File: config.mk
export PLATFORM = sky130hd
export DESIGN_NAME = ttm4_run_control
export DESIGN_NICKNAME = d
export VERILOG_FILES = /design/src/rtl/ttm4_run_control.sv
export SDC_FILE = /design/constraint.sdc
export NUM_CORES = 1
export LEC_CHECK = 0
export CELL_PAD_IN_SITES_DETAIL_PLACEMENT = 1
export CELL_PAD_IN_SITES_GLOBAL_PLACEMENT = 2
export CORE_ASPECT_RATIO = 1.2
export CORE_MARGIN = 5
export CORE_UTILIZATION = 30
export DETAILED_ROUTE_END_ITERATION = 12
export GPL_ROUTABILITY_DRIVEN = 0
export GPL_TIMING_DRIVEN = 0
export PLACE_DENSITY_LB_ADDON = 0.12
export SLEW_MARGIN = 0
export SYNTH_ARGS = -nofsm -noshare
export SYNTH_HDL_FRONTEND = slang
export SYNTH_SLANG_ARGS = --single-unit
export TNS_END_PERCENT = 20
File: constraint.sdc
create_clock -name CLK -period 5.9 [get_ports CLK]
set_input_delay 0.885 -clock CLK [delete_from_list [all_inputs] [get_ports CLK]]
set_output_delay 0.885 -clock CLK [all_outputs]
set_load 0.01 [all_outputs]
File: src/rtl/ttm4_run_control.sv
// ttm4_run_control: execution controller that turns debounced key pulses into a
// one-cycle CPU clock-enable per instruction (free-run at RATE, single-step, halt,
// one PC breakpoint) and counts executed instructions.
// Latency: key -> STATE one cycle; RUN entry -> first CPU_CE after RATE_EFF cycles.
// Backpressure: none; keys arriving where they have no meaning are dropped.
//
// Ports:
//   CLK, RST           clock, synchronous active-high reset
//   RUN_KEY, STEP_KEY  one-cycle key pulses (run/halt toggle, single step)
//   RATE               cycles per instruction while running (0 behaves as 1)
//   BRK_EN, BRK_ADDR   breakpoint enable and program address
//   PC                 current CPU program counter
//   CPU_CE             registered instruction enable, one cycle per instruction
//   STATE              HALT=00 RUN=01 STEP=10 BREAK=11
//   BRK_HIT            high while in BREAK
//   INSTR_CNT          saturating count of CPU_CE pulses
module ttm4_run_control #(
  parameter int RATE_WIDTH = 16,
  parameter int CNT_WIDTH  = 16
) (
  input  logic                  CLK,
  input  logic                  RST,
  input  logic                  RUN_KEY,
  input  logic                  STEP_KEY,
  input  logic [RATE_WIDTH-1:0] RATE,
  input  logic                  BRK_EN,
  input  logic [7:0]            BRK_ADDR,
  input  logic [7:0]            PC,
  output logic                  CPU_CE,
  output logic [1:0]            STATE,
  output logic                  BRK_HIT,
  output logic [CNT_WIDTH-1:0]  INSTR_CNT
);

  typedef enum logic [1:0] {
    ST_HALT  = 2'b00,
    ST_RUN   = 2'b01,
    ST_STEP  = 2'b10,
    ST_BREAK = 2'b11
  } state_e;

  localparam logic [RATE_WIDTH-1:0] RATE_ONE = {{(RATE_WIDTH-1){1'b0}}, 1'b1};
  localparam logic [CNT_WIDTH-1:0]  CNT_ONE  = {{(CNT_WIDTH-1){1'b0}}, 1'b1};
  localparam logic [CNT_WIDTH-1:0]  CNT_MAX  = {CNT_WIDTH{1'b1}};

  state_e                state_q, state_d;
  logic [RATE_WIDTH-1:0] rate_cnt_q, rate_cnt_d;
  logic                  skip_q, skip_d;
  logic                  ce_q, ce_d;
  logic                  brk_hit_q, brk_hit_d;
  logic [CNT_WIDTH-1:0]  instr_cnt_q, instr_cnt_d;
  logic [RATE_WIDTH-1:0] rate_last;

  // Terminal count of the rate counter, i.e. RATE_EFF-1 with RATE=0 folded to 1.
  assign rate_last = (RATE == '0) ? '0 : (RATE - RATE_ONE);

  always_comb begin
    state_d    = state_q;
    rate_cnt_d = rate_cnt_q;
    skip_d     = skip_q;
    ce_d       = 1'b0;

    case (state_q)
      ST_HALT: begin
        // RUN_KEY has priority; a simultaneous STEP_KEY is dropped.
        if (RUN_KEY) begin
          state_d    = ST_RUN;
          rate_cnt_d = '0;
        end else if (STEP_KEY) begin
          state_d = ST_STEP;
          ce_d    = 1'b1;
        end
      end

      ST_STEP: begin
        state_d = ST_HALT;
      end

      ST_RUN: begin
        if (RUN_KEY) begin
          // Halting in a compare cycle must not let that slot's CE escape.
          state_d    = ST_HALT;
          rate_cnt_d = '0;
        end else if (rate_cnt_q >= rate_last) begin
          // A RATE lowered mid-run can leave the counter past its terminal
          // value; it then wraps silently instead of issuing an extra CE.
          rate_cnt_d = '0;
          if (rate_cnt_q == rate_last) begin
            if (BRK_EN && (PC == BRK_ADDR) && !skip_q) begin
              state_d = ST_BREAK;
            end else begin
              ce_d   = 1'b1;
              skip_d = 1'b0;
            end
          end
        end else begin
          rate_cnt_d = rate_cnt_q + RATE_ONE;
        end
      end

      ST_BREAK: begin
        if (RUN_KEY) begin
          // skip lets the breakpointed instruction execute once on resume.
          state_d    = ST_RUN;
          rate_cnt_d = '0;
          skip_d     = 1'b1;
        end else if (STEP_KEY) begin
          state_d = ST_STEP;
          ce_d    = 1'b1;
        end
      end

      default: begin
        state_d = ST_HALT;
      end
    endcase

    brk_hit_d   = (state_d == ST_BREAK);
    instr_cnt_d = instr_cnt_q;
    if (ce_d && (instr_cnt_q != CNT_MAX)) begin
      instr_cnt_d = instr_cnt_q + CNT_ONE;
    end
  end

  always_ff @(posedge CLK) begin
    if (RST) begin
      state_q     <= ST_HALT;
      rate_cnt_q  <= '0;
      skip_q      <= 1'b0;
      ce_q        <= 1'b0;
      brk_hit_q   <= 1'b0;
      instr_cnt_q <= '0;
    end else begin
      state_q     <= state_d;
      rate_cnt_q  <= rate_cnt_d;
      skip_q      <= skip_d;
      ce_q        <= ce_d;
      brk_hit_q   <= brk_hit_d;
      instr_cnt_q <= instr_cnt_d;
    end
  end

  assign CPU_CE    = ce_q;
  assign STATE     = state_q;
  assign BRK_HIT   = brk_hit_q;
  assign INSTR_CNT = instr_cnt_q;

endmodule

# Yosys cells after proc, flatten, opt, wreduce, memory -nomap -nowiden
# Cells that the tools add are included.
[totals] regBits=37 in_bits=37 elab_cells=59
[op_classes] n_addsub=3 magnitude_cmp=1 n_eq_ne=13 n_mux=25 n_reduce_logical=11
[ops] cell="$mux 16" n=4
[ops] cell="$add 16x1->16 const B" n=2
[ops] cell="$pmux 16 s2" n=1
[ops] cell="$eq 16x16->1" n=1
[ops] cell="$ge 16x16->1" n=1
[ops] cell="$logic_not 16->1" n=1
[ops] cell="$ne 16x16->1 const B" n=1
[ops] cell="$sub 16x1->16 const B" n=1
[ops] cell="$mux 2" n=6
[ops] cell="$mux 1" n=11
[ops] cell="$ne 2x2->1 const B" n=5
[ops] cell="$eq 8x8->1" n=1
[ops] cell="$eq 2x2->1 const B" n=3
[ops] cell="$pmux 2 s3" n=1
[ops] cell="$reduce_and 6->1" n=1
[ops] cell="$pmux 1 s2" n=2
[ops] cell="$reduce_bool 2->1" n=2
[ops] cell="$logic_and 1x1->1" n=3
[ops] cell="$eq 2x1->1 const B" n=1
[ops] cell="$logic_not 2->1" n=1
[ops] cell="$ne 2x1->1 const B" n=1
[ops] cell="$reduce_and 2->1" n=1
[ops] cell="$reduce_or 2->1" n=1
[ops] cell="$logic_not 1->1" n=1

# Logic depth before layout (Yosys ltp)
[logic_depth] word_depth=9 ltp_mapped=18 ltp_nobuf=14

# Worst setup path before layout
# Ideal clock, no wire load.
[synth_timing] path_kind="input to register" start="input RATE[5]" end="register instr_cnt_q[14], in the netlist INSTR_CNT[14]" setup_time_ps=121 arrival_time_ps=4287 setup_slack_ps=1492 cell_stages=13 path_buffers=1 path_cell_list="or4_4 -> or4_4 -> or4_1 -> nor3b_1 -> a21oi_1 -> ha_1 -> nand4_1 -> nor4_2 -> nand2b_1 -> o22a_1 -> buf_2 -> nor4b_1 -> mux2_2"
[synth_between] elab_chain_cells=8
[synth_rtl] element="from (decl)" line_no="25" rtl="input logic [RATE_WIDTH-1:0] RATE,"
[synth_rtl] element="$sub 16x1->16 / $logic_not 16->1 (equally long branches)" line_no="55" rtl="assign rate_last = (RATE == '0) ? '0 : (RATE - RATE_ONE);"
[synth_rtl] element="$mux 16 *" line_no="55"
[synth_rtl] element="branches (longest 2 deep; another with $ge 16x16->1)"
[synth_rtl] element="$mux 1 *" line_no="84" rtl="end else if (rate_cnt_q >= rate_last) begin"
[synth_rtl] element="$mux 1 *" line_no="80" rtl="if (RUN_KEY) begin"
[synth_rtl] element="$pmux 1 s2 *" line_no="63" rtl="case (state_q)"
[synth_rtl] element="$logic_and 1x1->1 *" line_no="120" rtl="if (ce_d && (instr_cnt_q != CNT_MAX)) begin"
[synth_rtl] element="to (signal assigned)" line_no="139" rtl="instr_cnt_q <= instr_cnt_d;"
[synth_rtl] element="to (decl)" line_no="51" rtl="logic [CNT_WIDTH-1:0] instr_cnt_q, instr_cnt_d;"
# Mark *: on every way between the ends.
# A chain may end at the register's enable or synchronous reset.

# Worst setup path in the final report
# Same ends and word-level chain as after synthesis.

==> Flow_metrics.wiki <==
{| class="wikitable"
! Metric !! Value
|-
| Total CTS buffers || 5
|-
| R2R cell count || 9
|-
| CTS tree || done
|-
| Cts-stage hold buffer count || 0
|-
| Distinct cells, synth || 48
|-
| Highest clock frequency the design can meet || 191.7 MHz
|-
| Power per standard cell area || 165.5 nW/um^2
|-
| Cell-internal power || 0.4400 mW
|-
| Starting Density || between 30% and 40%
|-
| Critical Path AT || 5.40 ns
|-
| Hold_ws || 0.4754 ns
|-
| Setup crit start || RATE[5]
|-
| Average via count per standard cell || 5.343
|-
| Crit path capture type || flop
|-
| DRC errors left || 0
|-
| Count of input and output buffers || 56
|-
| Most frequent cells in the layout || sky130_fd_sc_hd__clkdlybuf4s50_1 (56), sky130_fd_sc_hd__dfxtp_1 (37), sky130_fd_sc_hd__nand2_1 (31)
|-
| Initial drt markers || between 70 and 80
|-
| RSZ-0062 raised after global routing || false
|-
| Core outline area || 8939 um^2
|-
| GRT Overall Usage || 15.04%
|-
| Path category of the worst min-delay check || reg2reg
|-
| Overflow left after global routing || 0
|-
| Fraction of layout cells with a size suffix above 1 || 6.127%
|-
| Launching point of the worst reg2reg path || rate_cnt_q[0]$_SDFFE_PP0P_
|-
| Post-CTS setup repair buffer count || 0
|-
| Die height || 114.3 um
|-
| Number of placement rows || 38
|-
| Total power || about 0.59 mW
|-
| Final period util || 88.40%
|-
| Synthesis Warnings || 0
|-
| Flip-flop and latch count after synthesis || 37
|-
| Area Overhead vs Synth || 30.42%
|-
| Average cell area after synthesis || 7.904 um^2
|-
| Clock Root Buffer || sky130_fd_sc_hd__clkbuf_8
|-
| Detail-routed net length per standard cell || roughly 16 um
|-
| Transition at the pin with the smallest max-transition slack || ~0.54 ns
|-
| Proportion of power drawn by the clock network || between 30 and 40%
|-
| Crit Path Category || in2reg
|-
| Antenna violations before repair || 0
|-
| Data required, critical path || 6.09 ns
|-
| Proportion of power drawn by combinational gates || about 17%
|-
| Half-perimeter wire length after placement || about 6.7 mm
|-
| Die area || around 11000 um^2
|-
| Run status || finished, final reports clean
|-
| Clk sink count || 37
|-
| Prevailing post-synth register cell || sky130_fd_sc_hd__dfxtp_1
|-
| Number of I/O pins || between 50 and 60
|-
| Filler Cell Count || about 1100
|-
| Most common cell after layout, fill and taps aside || sky130_fd_sc_hd__clkdlybuf4s50_1
|-
| CP Launch Type || input port
|-
| Pin count of the biggest net entering global routing || 12
|-
| Clock Skew || 0.006254 ns
|-
| Clock buffer depth || 2
|-
| Total inserted antenna cells || 0
|-
| Post-synthesis sequential area ratio || 27.24%
|-
| Tmin final || around 5.2 ns
|-
| Switching part of the total power || approximately 25%
|-
| Longest individual stage delay on the worst path || 0.59 ns
|-
| Die X-Extent || 96.91 um
|-
| Switch Pwr || 0.1468 mW
|-
| Mapped Cells || 344
|-
| Global-route wire length before repair || 13.90 mm
|-
| H-Tree Level Count || 2
|-
| Resized Gates After CTS || 0
|-
| Cell at the slowest stage of the critical path || sky130_fd_sc_hd__or4_4
|-
| Reg-to-Reg End || INSTR_CNT[14]$_SDFFE_PP0P_
|-
| Total nets after synthesis || 403
|-
| Clock transition at the registers of the reported paths || 0.08 ns
|-
| Summed negative setup slack over all endpoints || 0 ns
|-
| Post-synth ARST share || 0%
|-
| Reg2reg setup slack || slightly below 3 ns
|-
| Max-slew violation total from the final report || 0
|-
| Summed instance area of the synthesized netlist || 2719 um^2
|-
| CP Capture Point || INSTR_CNT[14]$_SDFFE_PP0P_
|-
| Via count of the first global-routing pass || 2857
|-
| Reported max-cap violation count || 0
|-
| Cell chain of the critical path || clkdlybuf4s50_1 > or4_4 > or4_4 > nor3_1 > nand2_1 > buf_2 > nand2_1 > ha_1 > nand4_1 > nor4_2 > nand2b_1 > o22a_1 > buf_2 > nor4b_1 > mux2_2
|-
| Maximum net fanout on the critical path || 10
|-
| Post-synth EDFFs || 0
|-
| Sequential fraction of design power || 43.7%
|-
| Final setup violating endpoints || 0
|-
| Number of detailed-routing iterations run before antenna repair || 4
|-
| Leakage power of the design || 1.268 nW
|-
| Later-pin clock latency in the skew report || 0.29 ns
|-
| DR vias || 2821
|-
| Final hold vios || 0
|-
| Routed Antenna Nets || 0
|-
| IR Drop Worst-Case VDD || 0.07938 mV
|-
| Post-layout net count || 466
|-
| Relative slew slack || 63.38%
|-
| Routed WL || 8.279 mm
|}
[power groups by stage]
stage                     Sequential [mW]  Combinational [mW]  Clock (mW)
final                               0.256              0.0983       0.232
after global routing                0.257               0.109       0.254
after CTS                           0.256               0.100       0.242
after detailed placement            0.262              0.0999           0
after global placement              0.262              0.0984           0
after floorplan                     0.262              0.0478           0
[worst max-delay path: cells and delay by family]
kind            cells  cell delay, ns
compound gates      1            0.35
buf+inv             3            0.94
simple gates        9            2.68
fa+ha+maj           1            0.16
mux                 1            0.38
[logic make-up (layout without fill, tap and decap cells)]
group / after synthesis / count (layout) / share of synthesized area, %
buffers and inverters: 27 / 91 / 3.866
xor gates and xnor gates: 22 / 22 / 7.087
adders and majority gates: 22 / 22 / 10.12
and+or+nand+nor: 155 / 155 / 31.38
muxes: 9 / 9 / 3.589
AOI/OAI and AO/OA: 72 / 72 / 16.71
DFF: 37 / 37 / 27.24
[routing by layer]
metal,track usage [%],routed length (um),vias up
li1,-,-,1410
met1,16.77,3503,1370
met2,29.42,4485,32
met3,2.559,183,9
met4,3.745,106,0
met5,0,0,-
[cells in the mapped netlist, types with 5 or more instances]
master / instances / area share, %
sky130_fd_sc_hd__nand4_1: 9 / 2.1
sky130_fd_sc_hd__nor4_1: 5 / 1.2
sky130_fd_sc_hd__nor2_1: 24 / 3.3
sky130_fd_sc_hd__xnor2_1: 11 / 3.5
sky130_fd_sc_hd__or4_1: 9 / 2.5
sky130_fd_sc_hd__o31ai_1: 10 / 2.8
sky130_fd_sc_hd__dfxtp_1: 37 / 27
sky130_fd_sc_hd__nor2b_1: 9 / 2.1
sky130_fd_sc_hd__a21oi_1: 19 / 3.5
sky130_fd_sc_hd__nor3_1: 11 / 2.0
sky130_fd_sc_hd__a31oi_1: 20 / 4.6
sky130_fd_sc_hd__ha_1: 22 / 10
sky130_fd_sc_hd__nand2_1: 31 / 4.3
sky130_fd_sc_hd__o21ai_0: 12 / 2.2
sky130_fd_sc_hd__and3_1: 6 / 1.4
sky130_fd_sc_hd__nand3_1: 24 / 4.4
sky130_fd_sc_hd__xor2_1: 11 / 3.5
sky130_fd_sc_hd__mux2_2: 6 / 2.5
sky130_fd_sc_hd__clkbuf_1: 9 / 1.2
sky130_fd_sc_hd__inv_1: 13 / 1.8
[worst min path at each step]
stage | cells past startpoint | startpoint | end
after CTS | 2 | skip_q$_SDFFE_PP0P_ | skip_q$_SDFFE_PP0P_
after global routing | 2 | skip_q$_SDFFE_PP0P_ | skip_q$_SDFFE_PP0P_
final | 2 | skip_q$_SDFFE_PP0P_ | skip_q$_SDFFE_PP0P_
after global placement | 2 | skip_q$_SDFFE_PP0P_ | skip_q$_SDFFE_PP0P_
after detailed placement | 2 | skip_q$_SDFFE_PP0P_ | skip_q$_SDFFE_PP0P_
after floorplan | 1 | rate_cnt_q[15]$_SDFFE_PP0P_ | rate_cnt_q[15]$_SDFFE_PP0P_
[metrics by stage]
step | util (%) | worst slack, ns | area [um^2] | instances
floorplan | - | 1.492 | 2719 | 344
global placement | 38.37 | 0.3211 | 3430 | 520
detailed placement | 38.37 | 0.2972 | 3430 | 520
CTS | 39.67 | 0.6108 | 3546 | 528
global route | 39.67 | 0.2800 | 3546 | 528
finish | 39.67 | 0.6843 | 3546 | 528
[sequential cells by signal, indices dropped and copies added, names as in the netlist]
name        flops
STATE           2
INSTR_CNT      16
BRK_HIT         1
CPU_CE          1
rate_cnt_q     16
skip_q          1
[layout make-up]
| class | instances | area [um^2] | area share, % |
|---|---|---|---|
| inverter | 13 | 48.80 | 1.376 |
| tap | 120 | 150.1 | 4.234 |
| buffer | 14 | 56.30 | 1.588 |
| timing repair buffer | 56 | 560.5 | 15.81 |
| clock buffer | 7 | 86.33 | 2.435 |
| clock inverter | 1 | 30.03 | 0.8469 |
| sequential | 37 | 740.7 | 20.89 |
| multi-input combinational | 280 | 1873 | 52.82 |
No activity file was read; power rests on OpenSTA's default activity.
